==> src/rtl/mod_reconstruct.sv <==
// Rebuilds a dividend from quotient, divisor and remainder (q*y + r) using a
// W-iteration shift-and-add datapath with a start/busy/done handshake.
module mod_reconstruct #(
   parameter int W = 16
) (
   input  logic         clk,
   input  logic         rst_n,
   input  logic         start,
   input  logic [W-1:0] q,
   input  logic [W-1:0] y,
   input  logic [W-1:0] r,
   output logic         busy,
   output logic         done,
   output logic [W-1:0] out,
   output logic [W-1:0] out_hi,
   output logic         ovf,
   output logic         rem_err
);

   localparam int CW = (W > 1) ? $clog2(W) : 1;

   typedef enum logic [1:0] {
      IDLE = 2'd0,
      RUN  = 2'd1,
      DONE = 2'd2
   } state_t;

   state_t           state_q, state_d;
   logic [2*W-1:0]   acc_q, acc_d;
   logic [2*W-1:0]   mcand_q, mcand_d;
   logic [W-1:0]     mreg_q, mreg_d;
   logic [CW-1:0]    count_q, count_d;
   logic             rem_lat_q, rem_lat_d;
   logic [W-1:0]     out_q, out_d;
   logic [W-1:0]     out_hi_q, out_hi_d;
   logic             ovf_q, ovf_d;
   logic             rem_err_q, rem_err_d;
   logic             done_q, done_d;

   always_ff @(posedge clk or negedge rst_n) begin
      if (!rst_n) begin
         state_q   <= IDLE;
         acc_q     <= '0;
         mcand_q   <= '0;
         mreg_q    <= '0;
         count_q   <= '0;
         rem_lat_q <= 1'b0;
         out_q     <= '0;
         out_hi_q  <= '0;
         ovf_q     <= 1'b0;
         rem_err_q <= 1'b0;
         done_q    <= 1'b0;
      end else begin
         state_q   <= state_d;
         acc_q     <= acc_d;
         mcand_q   <= mcand_d;
         mreg_q    <= mreg_d;
         count_q   <= count_d;
         rem_lat_q <= rem_lat_d;
         out_q     <= out_d;
         out_hi_q  <= out_hi_d;
         ovf_q     <= ovf_d;
         rem_err_q <= rem_err_d;
         done_q    <= done_d;
      end
   end

   always_comb begin
      state_d   = state_q;
      acc_d     = acc_q;
      mcand_d   = mcand_q;
      mreg_d    = mreg_q;
      count_d   = count_q;
      rem_lat_d = rem_lat_q;
      out_d     = out_q;
      out_hi_d  = out_hi_q;
      ovf_d     = ovf_q;
      rem_err_d = rem_err_q;
      done_d    = 1'b0;

      case (state_q)
         IDLE: begin
            if (start) begin
               mreg_d    = q;
               mcand_d   = {{W{1'b0}}, y};
               acc_d     = {{W{1'b0}}, r};
               // A zero divisor is flagged upstream, so it never counts as a bad remainder.
               rem_lat_d = (y != '0) && (r >= y);
               count_d   = '0;
               state_d   = RUN;
            end
         end
         RUN: begin
            if (mreg_q[0]) begin
               acc_d = acc_q + mcand_q;
            end
            mcand_d = mcand_q << 1;
            mreg_d  = mreg_q >> 1;
            count_d = count_q + 1'b1;
            // Always W iterations, even once the multiplier has run out of ones.
            if (count_q == CW'(W - 1)) begin
               state_d = DONE;
            end
         end
         DONE: begin
            out_d     = acc_q[W-1:0];
            out_hi_d  = acc_q[2*W-1:W];
            ovf_d     = |acc_q[2*W-1:W];
            rem_err_d = rem_lat_q;
            done_d    = 1'b1;
            state_d   = IDLE;
         end
         default: begin
            state_d = IDLE;
         end
      endcase
   end

   assign busy    = (state_q != IDLE);
   assign done    = done_q;
   assign out     = out_q;
   assign out_hi  = out_hi_q;
   assign ovf     = ovf_q;
   assign rem_err = rem_err_q;

endmodule

==> config.mk <==
export PLATFORM = sky130hd
export DESIGN_NAME = mod_reconstruct
export DESIGN_NICKNAME = d
export VERILOG_FILES = /design/src/rtl/mod_reconstruct.sv
export SDC_FILE = /design/constraint.sdc
export NUM_CORES = 1
export LEC_CHECK = 0
export BUFFER_PORTS_ARGS = -buffer_cell sky130_fd_sc_hd__buf_2
export CELL_PAD_IN_SITES_DETAIL_PLACEMENT = 0
export CELL_PAD_IN_SITES_GLOBAL_PLACEMENT = 1
export CORE_ASPECT_RATIO = 1.5
export CORE_MARGIN = 2
export CORE_UTILIZATION = 42
export CTS_BUF_LIST = sky130_fd_sc_hd__clkbuf_8
export DETAILED_ROUTE_END_ITERATION = 6
export GPL_ROUTABILITY_DRIVEN = 0
export PLACE_DENSITY_LB_ADDON = 0.1
export SYNTH_ARGS = -nofsm -noshare
export SYNTH_HDL_FRONTEND = slang
export SYNTH_SLANG_ARGS = --single-unit
==> constraint.sdc <==
create_clock -name clk -period 2.36 [get_ports clk]
set_input_delay 0.472 -clock clk [delete_from_list [all_inputs] [get_ports clk]]
set_output_delay 0.472 -clock clk [all_outputs]
set_load 0.1 [all_outputs]
==> results.txt <==
Startpoint Class: flip-flop
Root Driver: clkbuf_8
Vias in the first global route: 6,796
Half-perimeter wire length after placement: 15,930 µm
Die area: 18,440 µm²
CTS tree: built
Post-route clock period utilization: 102.4%
Die X: 111.6 µm
Antenna-violating nets left: 0
Syn-to-layout area delta: 25.61%
Initial core utilization: 42.37%
DRC Markers: 0
Share of cells above drive strength 1: 29.55%
DRT Wirelength: 21,250 µm
Slowest cell on crit path: dfrtp_1
Worst rel slew slack: 61.31%
Reg2reg setup slack: -0.06 ns
Hold Fails Final Rpt: 0
Post-Syn Area: 7288 µm²
Post-synth EDFFs: 0
Sequential area share after synthesis: 41.89%
Worst hold start: q[15]
Failing checks: negative setup slack
Main synth FF type: dfrtp_1
First-pass GRT wire length: 34,130 µm
Hold path cells: 3
Die Height: 165.3 µm
Ys async rst share: 100.0%
Vias: 6,599
CTS Buffer Depth: 2
CP Capture Type: flip-flop
Yosys warns: 0
Fill count: 1,634
WP data arrival: 2.75 ns
Tmin final: 2.417 ns
Critical path fanouts, max: 4
Hold Path Sink: mreg_q[15]
Drt pass-1 iters: 5
Worst Path Required: 2.69 ns
Clk_lat worst skew: 0.45 ns
Antenna violations before repair: 0
RSZ-0062 raised after global routing: true
R2R depth: 9
Syn_area_per_cell: 8.802 µm²
Clock sink count: 122
Max-slew violation count: 0
FF-to-FF End: acc_q[20]
FMAX: 413.7 MHz
Fin nets: 1,065
Number of CTS-inserted buffers: 17
Max-cap viol count: 0
Status: finished, violations left
CTS H-Tree Depth: 4
Worst-path clk slew: 0.07 ns
Hold Crit Class: primary input to flip-flop
Row count: 59
Port bufs: 86
Ant diodes: 0
Largest net degree at the start of global routing: 77
Final setup viols: 1
Syn nets: 928
Clock skew: 0.01128 ns
Setup slack after layout: -0.05743 ns
Slew @ Worst Pin: 0.5751 ns
I/O pin count: 87
Worst-path cell chain: ha_4 > fa_2 > a21oi_4 > o22ai_4 > o211ai_1 > nand4b_1 > a221oi_2 > xor2_1 > o21ai_1
Pre-CTS setup slack: -0.2543 ns
Distinct cells, synth: 59
Worst r2r src: acc_q[0]
Critical path type: flip-flop to flip-flop
Wire per inst: 17.84 µm
#FFs+latches synth: 122
Tot GR Track Use: 23.54%
Gr ovfl total: 0
Post-Synthesis Cells: 828
Vias per std cell: 5.541
Crit path largest cell delay: 0.42 ns
DRT iter0 DRCs: 264
Core area: 17,200 µm²
-- cell usage in the layout (no fill, tap or decap), types with 4 or more instances in the layout --
master,count
nor3_1,7
and2_1,4
a31oi_1,38
o21ai_2,5
nor2_1,81
nor4_1,9
a21oi_1,39
o21ai_1,17
o21ai_0,39
inv_1,29
dfrtp_1,122
nand3_1,8
o21bai_1,6
clkinv_2,4
a21oi_2,8
a21o_1,15
ha_4,9
and3_1,10
ha_1,30
mux2_2,33
clkinv_4,4
o21a_1,6
nand2_1,159
xnor2_1,5
clkbuf_8,19
ha_2,9
buf_4,71
buf_2,85
nand4_1,11
xor2_1,16
-- Yosys cell counts, types with 4 or more instances --
cell type  number  area (µm²)
nand4_1        11       68.82
a31oi_1        38       237.7
and2_1          5       31.28
o21ai_0        44       220.2
buf_2           6       30.03
a21oi_1        47       235.2
nor3_1          8       40.04
clkbuf_1       32       120.1
xor2_1         17       148.9
o21a_1          6       45.04
nand2_1       161       604.3
ha_1           48       600.6
dfrtp_1       122        3053
o21ai_1        17       85.08
xnor2_1         7       61.31
o21bai_1        6       45.04
buf_1           4       15.01
a211oi_1        4       30.03
nor2_1         83       311.6
nand3_1         8       40.04
inv_1          27       101.4
mux2_2         33       371.6
and3_1         10       62.56
nor4_1          9       56.30
a21o_1         15       112.6
-- layer usage --
metal / wire (µm) / track usage [%] / part of all wire, % / vias up
li1: - / - / - / 3193
met1: 8438 / 25.26 / 40 / 3241
met2: 11650 / 45.21 / 55 / 125
met3: 557 / 4.088 / 2.6 / 40
met4: 600 / 10.21 / 2.8 / 0
met5: 0 / 0 / 0 / -
-- logic make-up (layout without fill, tap and decap cells) --
group           after synthesis  after routing  synth area share, %
mux                          36             36                5.511
compound gates              213            213                18.85
flops                       122            122                41.89
buf+inv                      70            220                3.811
simple gates                314            314                18.54
fa+ha+maj                    49             49                8.515
xor+xnor                     24             24                2.884
-- how the worst max path moves through the flow --
stage / end / from
2_1_floorplan: acc_q[20] / acc_q[0]
3_3_place_gp: rem_lat_q / y[0]
3_5_place_dp: rem_lat_q / y[0]
4_1_cts: acc_q[20] / acc_q[0]
5_1_grt: acc_q[20] / mcand_q[0]
6_report: acc_q[20] / acc_q[0]
-- worst max-delay path, delay by kind of cell, from the launching register on --
kind                       cells  cell delay (ns)
adders and majority gates      2             0.55
AOI/OAI and AO/OA              5             0.91
DFF                            1             0.42
and+or+nand+nor                1             0.24
xor gates and xnor gates       1             0.18
-- sequential cells by signal, summed over array words and instances, names as in the netlist --
name and count:
ovf 1, rem_lat_q 1, mreg_q 16, out 16, state_q 2, done 1, acc_q 32, mcand_q 32
count_q 4, rem_err 1, out_hi 16
-- layout make-up --
cell class              count  area, µm²  area share [%]
inverters                  27      101.3           1.107
clock buffers              19      261.5           2.856
repair buffers            161       1031           11.26
multi-input cells         636       4289           46.85
well taps                 213      266.5           2.911
flip-flops and latches    122       3053           33.35
clock inverters            13      152.6           1.667
-- per-stage QoR --
step / hold slack [ns] / utilization (%) / std cells / cell area, µm² / TNS [ns]
global route: 0.1873 / 53.23 / 1191 / 9155 / -0.6235
detailed placement: 0.3988 / 48.39 / 1147 / 8323 / -1.027
CTS: 0.1754 / 51.28 / 1184 / 8820 / -0.08185
floorplan: 0.1764 / - / 828 / 7288 / 0
global placement: 0.3866 / 48.39 / 1147 / 8323 / -0.8979
finish: 0.2061 / 53.23 / 1191 / 9155 / -0.05743
-- what timing repair did --
item,in CTS,in global routing
endpoints found under the hold margin,20,0
pin swaps,6,12
endpoints found under the setup margin,13,23
cloned,0,0
resized for setup,9,59
hold buffers,1,0
buffers inserted,4,7
Power is left out: the tool's default activity adds up to more than one toggle a clock period on the data nets, which glitch-free logic cannot reach.
